--- src/rtl/bus_fifo_slave.sv ---
// Register-mapped 8x32 FIFO slave: DATA/STATUS/COUNT/CONTROL at offsets 0..3.
// Define SLAVE_IRQ_EN to build in the threshold interrupt (irq_en/threshold in CONTROL).
module bus_fifo_slave (
  input  logic        clk,
  input  logic        reset_n,
  input  logic        S_sel,
  input  logic        S_wr,
  input  logic [7:0]  S_address,
  input  logic [31:0] S_din,
  output logic [31:0] S_dout,
  output logic        s_interrupt
);

  typedef enum logic [1:0] {
    REG_DATA   = 2'd0,
    REG_STATUS = 2'd1,
    REG_COUNT  = 2'd2,
    REG_CTRL   = 2'd3
  } reg_e;

  reg_e        offset;
  logic [31:0] mem [8];
  logic [2:0]  wr_ptr;
  logic [2:0]  rd_ptr;
  logic [3:0]  count;
  logic        ovf_sticky;
  logic        udf_sticky;
  logic        full;
  logic        empty;
  logic        push;
  logic        pop;
  logic        ctrl_wr;
  logic        rd_access;
  logic        irq_pending;
  logic [4:0]  ctrl_rdata;
  logic [31:0] rdata;
  logic        unused_addr_hi;

  assign offset         = reg_e'(S_address[1:0]);
  assign unused_addr_hi = ^S_address[7:2];
  assign full           = (count == 4'd8);
  assign empty          = (count == 4'd0);
  assign push           = S_sel &&  S_wr && (offset == REG_DATA);
  assign pop            = S_sel && !S_wr && (offset == REG_DATA);
  assign ctrl_wr        = S_sel &&  S_wr && (offset == REG_CTRL);
  assign rd_access      = S_sel && !S_wr;

`ifdef SLAVE_IRQ_EN
  logic       irq_en;
  logic [3:0] threshold;

  // count never exceeds 8, so thresholds 9..15 can never be reached
  assign irq_pending = irq_en && (threshold != 4'd0) && (count >= threshold);
  assign ctrl_rdata  = {threshold, irq_en};

  always_ff @(posedge clk or negedge reset_n) begin
    if (!reset_n) begin
      irq_en    <= 1'b0;
      threshold <= '0;
    end else if (ctrl_wr) begin
      irq_en    <= S_din[0];
      threshold <= S_din[4:1];
    end
  end
`else
  assign irq_pending = 1'b0;
  assign ctrl_rdata  = '0;
`endif

  always_comb begin
    rdata = '0;
    case (offset)
      REG_DATA:   rdata = empty ? '0 : mem[rd_ptr];
      REG_STATUS: rdata = {27'd0, irq_pending, udf_sticky, ovf_sticky, full, empty};
      REG_COUNT:  rdata = {28'd0, count};
      REG_CTRL:   rdata = {27'd0, ctrl_rdata};
      default:    rdata = '0;
    endcase
  end

  // Storage is deliberately unreset; the empty check keeps stale words hidden.
  always_ff @(posedge clk) begin
    if (reset_n && push && !full)
      mem[wr_ptr] <= S_din;
  end

  always_ff @(posedge clk or negedge reset_n) begin
    if (!reset_n) begin
      wr_ptr      <= '0;
      rd_ptr      <= '0;
      count       <= '0;
      ovf_sticky  <= 1'b0;
      udf_sticky  <= 1'b0;
      S_dout      <= '0;
      s_interrupt <= 1'b0;
    end else begin
      S_dout      <= rd_access ? rdata : '0;
      s_interrupt <= irq_pending;
      if (ctrl_wr && S_din[5]) begin
        wr_ptr     <= '0;
        rd_ptr     <= '0;
        count      <= '0;
        ovf_sticky <= 1'b0;
        udf_sticky <= 1'b0;
      end else if (push) begin
        if (full) begin
          ovf_sticky <= 1'b1;
        end else begin
          wr_ptr <= wr_ptr + 3'd1;
          count  <= count + 4'd1;
        end
      end else if (pop) begin
        if (empty) begin
          udf_sticky <= 1'b1;
        end else begin
          rd_ptr <= rd_ptr + 3'd1;
          count  <= count - 4'd1;
        end
      end
    end
  end

endmodule

--- config.mk ---
export PLATFORM = sky130hd
export DESIGN_NAME = bus_fifo_slave
export DESIGN_NICKNAME = d
export VERILOG_FILES = /design/src/rtl/bus_fifo_slave.sv
export SDC_FILE = /design/constraint.sdc
export NUM_CORES = 1
export LEC_CHECK = 0
export ABC_CLOCK_PERIOD_IN_PS = 7900
export CORE_MARGIN = 1
export CORE_UTILIZATION = 54
export CTS_BUF_LIST = sky130_fd_sc_hd__clkbuf_8
export DETAILED_ROUTE_END_ITERATION = 7
export MAX_ROUTING_LAYER = met4
export PLACE_DENSITY = 0.8
export SETUP_SLACK_MARGIN = 0.5
export SYNTH_ARGS = -nofsm -noshare
export SYNTH_HDL_FRONTEND = slang
export SYNTH_SLANG_ARGS = --single-unit
export TNS_END_PERCENT = 50
--- constraint.sdc ---
create_clock -name clk -period 7.9 [get_ports clk]
set_clock_uncertainty 0.2 [all_clocks]
set_input_delay 1.185 -clock clk [delete_from_list [all_inputs] [get_ports clk]]
set_output_delay 1.185 -clock clk [all_outputs]
set_load 0.02 [all_outputs]
[Word-level counts from Yosys, hierarchy flattened]
Memories as Yosys holds them, arrays and structs flattened.
Index checks and enable logic that the tools add are counted.
W data, S select, Z words.
Word-level totals
  bits in writable memories: 256
  memories: 1
  word-level logic and storage cells: 66
  output and inout port bits: 33
  bits of input ports: 44
  register bits after elaboration: 44
Memories
  mem: words 8, width 32, rd ports 1, clocked after Yosys merged registers in 0, wr ports 1, RTL line 22  | logic [31:0] mem [8];
Operators by class
  reductions and logical operators: 22
  equality and inequality tests: 9
  multiplexer cells: 24
  $add $sub $neg: 4
Operator list (number)
  $pmux W32 S4: 1
  $mux W32: 2
  $mux W3: 7
  $mux W4: 5
  $mux W1: 9
  $reduce_and A3 Y1: 3
  $logic_and A1 B1 Y1: 8
  $reduce_bool A2 Y1: 4
  $add A3 B1 Y3 const B: 2
  $ne A2 B1 Y1 const B: 3
  $add A4 B1 Y4 const B: 1
  $eq A2 B2 Y1 const B: 2
  $eq A4 B4 Y1 const B: 1
  $logic_not A4 Y1: 1
  $reduce_and A2 Y1: 2
  $sub A4 B1 Y4 const B: 1
  $ne A3 B1 Y1 const B: 1
  $ne A3 B2 Y1 const B: 1
  $reduce_bool A3 Y1: 1
  $eq A2 B1 Y1 const B: 1
  $logic_not A1 Y1: 2
  $logic_not A2 Y1: 1

[Depth between registers and ports, before layout]
  depth in word-level cells: 6
  gate-level depth with buffers: 7
  gate-level depth less buffers: 6

[Worst setup path before layout]
OpenSTA, ideal clock, no wires.
  kind: in2reg
  start point: in S_address[0]
  end point: mem mem[1][0] (enable)
  path buffers: 1
  library setup time: 461 ps
  arrival time: 4117 ps
  stages on the path: 5
  required time: 7239 ps
  slack: 3122 ps
  cell sequence: nand4bb_1 -> buf_2 -> nor2_1 -> nand3_1 -> nor3_1
On the way
  longest elaborated chain between the ends: 6
Ends and longest elaborated chain
  from (decl): RTL line 8  | input logic [7:0] S_address,
  $logic_not A2 Y1: RTL line 43  | assign push = S_sel && S_wr && (offset == REG_DATA);
  $logic_and A1 B1 Y1: RTL line 43
  $logic_and A1 B1 Y1 (2 in series): RTL line 83  | if (reset_n && push && !full)
  $mux W1: RTL line 83
  $mux W1 (implied by the code): RTL line 84  | mem[wr_ptr] <= S_din;
  to (decl): RTL line 22
Every way passes these cells.

[Worst setup path after layout]
  start point: in S_address[0]
  end point: mem mem[3][15] (enable)
Same word-level chain as after synthesis.

==> impl_metrics.ini <==
[yosys]
synthCells = 567
ys_seq_area_frac = 0.7752
yosys_most_used_dff = edfxtp_1
synth_area_per_cell_um2 = 19.99
syn_nets = 616
synth-edff-count = 256
synth_warnings = 0
ys_ff_latch = 300
syn_area_um2 = 11340
async_flop_share = 0.1467
synth_cell_types = 40

[sta]
period_needed_ns = 4.146
setup_tns_ns = 0
fin_crit_sh = 0.5249
rsz0062_at_grt = false
tightestPinTransition_ns = 0.9693
slew_viol_final = 0
slew_headroom = 0.3538
fmax_mhz = 241.2
setup_viol = 0
hold_violations = 0
fin_ws_ns = 3.754

[global_routing]
grt-ovfl-total = 0
antenna_found_initial = 1
grt_max_degree = 65
grt_pass1_wl_um = 33620
grtUsageTotal = 0.2170
grt_pass1_vias = 6096

[final_layout]
drive_gt1_frac = 0.2183
fin_nets = 723
mostFrequentLayoutCells = 256 x edfxtp_1, 68 x clkdlybuf4s50_1, 65 x nand2_1
final_common_cell = edfxtp_1
area_growth_pct = 16.79

[detailed_routing]
vias = 5683
dr.pass1.iters = 6
ant_nets = 0
drc = 0
wl_per_cell_um = 21.92
wirelength_um = 21500
drtIter0Drc = 377
vias_per_cell = 5.793

[worst_setup_path]
cp.required_ns = 7.90
worstSetupPathType = input pin to flop
cp-start-kind = input pin
cp_max_fo = 18
slowest_stage = nor2_4
cp_cell_sequence = clkdlybuf4s50_1, nand4bb_1, nor2_1, nand3_1, nor2_4, buf_4
crit_arrival_ns = 4.15
max_stage_delay_ns = 0.59
cp-end-kind = flop

[clock_network]
cts_resized = 0
post_cts_buffers = 0
cts_max_path_buffers = 3
clk_latency_ns = 0.55
cts_sinks = 300
root_buffer = clkbuf_8
tritoncts = done
cts_buffers = 46
clk_pin_slew_ns = 0.06
hold_buffers = 0
htreeDepth = 2

[pwr]
p_leak_nw = 4.471
p_per_area_nw_per_um2 = 286.6
vdd_drop_max_mv = 0.1368
power_mw = 3.795

[worst_hold_path]
hold_class = flop to flop

[run]
cap_violations = 0

[die]
die_x_um = 146.9
fp.dieArea_um2 = 21580
core_um2 = 20430
start_util = 0.5549
io_pins = 77
die_height_um = 146.9
rows = 52

[run_status]
status = finished, final reports clean

[place]
dp_hpwl_um = 11920
place_congestion = 0.8236
port_buffers = 69
pre_cts_ws_ns = 3.206
==> routing by layer <==
metal  GRT usage  share of wire  vias to the layer above
li1            -              -                     2482
met1      0.2760           0.39                     2935
met2      0.3524           0.51                      226
met3     0.04379          0.071                       40
met4     0.07526          0.021                        0
met5           -              0                        -
==> final timing paths <==
path | startpoint | end | slack [ns] | depth (start not counted)
max in group asynchronous | reset_n | rd_ptr[0]$_DFFE_PN0P_ | 6.43 | 2
hold reg to reg | ovf_sticky$_DFFE_PN0P_ | ovf_sticky$_DFFE_PN0P_ | 0.31 | 1
setup reg to reg | count[0]$_DFFE_PN0P_ | mem[3][15]$_DFFE_PP_ | 4.96 | 5
setup / recovery | S_address[0] | mem[3][15]$_DFFE_PP_ | 3.75 | 6
min in group asynchronous | reset_n | rd_ptr[2]$_DFFE_PN0P_ | 0.57 | 2
hold / removal | ovf_sticky$_DFFE_PN0P_ | ovf_sticky$_DFFE_PN0P_ | 0.31 | 1
==> kinds of logic after synthesis <==
group | count (synthesis) | synth area share
AO/OA/AOI/OAI | 53 | 0.02792
flip-flops | 300 | 0.7752
adder cells (fa/ha/maj) | 5 | 0.006181
other | 1 | 0.0003308
XOR/XNOR | 4 | 0.003090
multiplexers | 66 | 0.1290
AND/OR/NAND/NOR | 108 | 0.04503
buffers and inverters | 30 | 0.01324
==> power breakdown <==
part | switching (mW) | internal [mW] | total (mW)
clock | 0.557 | 0.589 | 1.15
combinational | 0.380 | 0.396 | 0.776
sequential | 0.102 | 1.77 | 1.87
==> state kept, by name, indices dropped and copies added, names as in the netlist <==
name        count
udf_sticky      1
S_dout         32
wr_ptr          3
mem           256
rd_ptr          3
count           4
ovf_sticky      1
==> cells in the mapped netlist, types with 2 or more instances <==
master / instances / share of area
edfxtp_1: 256 / 0.68
nand2_1: 65 / 0.022
mux4_2: 64 / 0.13
dfrtp_1: 44 / 0.097
a21oi_1: 32 / 0.014
nor2_1: 16 / 0.0053
buf_2: 9 / 0.0040
clkbuf_1: 9 / 0.0030
buf_4: 7 / 0.0046
nand3_1: 7 / 0.0031
o21ai_0: 6 / 0.0026
a22oi_1: 4 / 0.0026
ha_1: 4 / 0.0044
inv_1: 4 / 0.0013
nor3_1: 4 / 0.0018
xnor2_1: 4 / 0.0031
a31oi_1: 3 / 0.0017
nor2b_1: 3 / 0.0017
a211oi_1: 2 / 0.0013
a22o_1: 2 / 0.0015
and3_1: 2 / 0.0011
nand2b_1: 2 / 0.0011
==> worst max-delay path: cells and delay by family <==
kind | cells | cell delay [ns]
simple gates | 4 | 1.96
buf+inv | 2 | 0.99
==> stage by stage <==
step	utilization	area, um2	instances	hold WS [ns]
6_report	0.6481	13240	981	0.3087
5_1_grt	0.6481	13240	981	0.3208
4_1_cts	0.6480	13240	980	0.3051
3_5_place_dp	0.6072	12410	896	0.2895
3_3_place_gp	0.6072	12410	896	0.2808
2_1_floorplan	-	11340	567	0.2629
==> final cells by class <==
type	count	area (um2)
multi-input combinational	237	2454
clock inverter	37	185.2
antenna	1	2.502
inverter	4	15.01
sequential	300	8793
fill	1336	7189
tap	270	337.8
clock buffer	47	646.9
timing repair buffer	85	805.8
No activity file was read; power rests on OpenSTA's default activity.
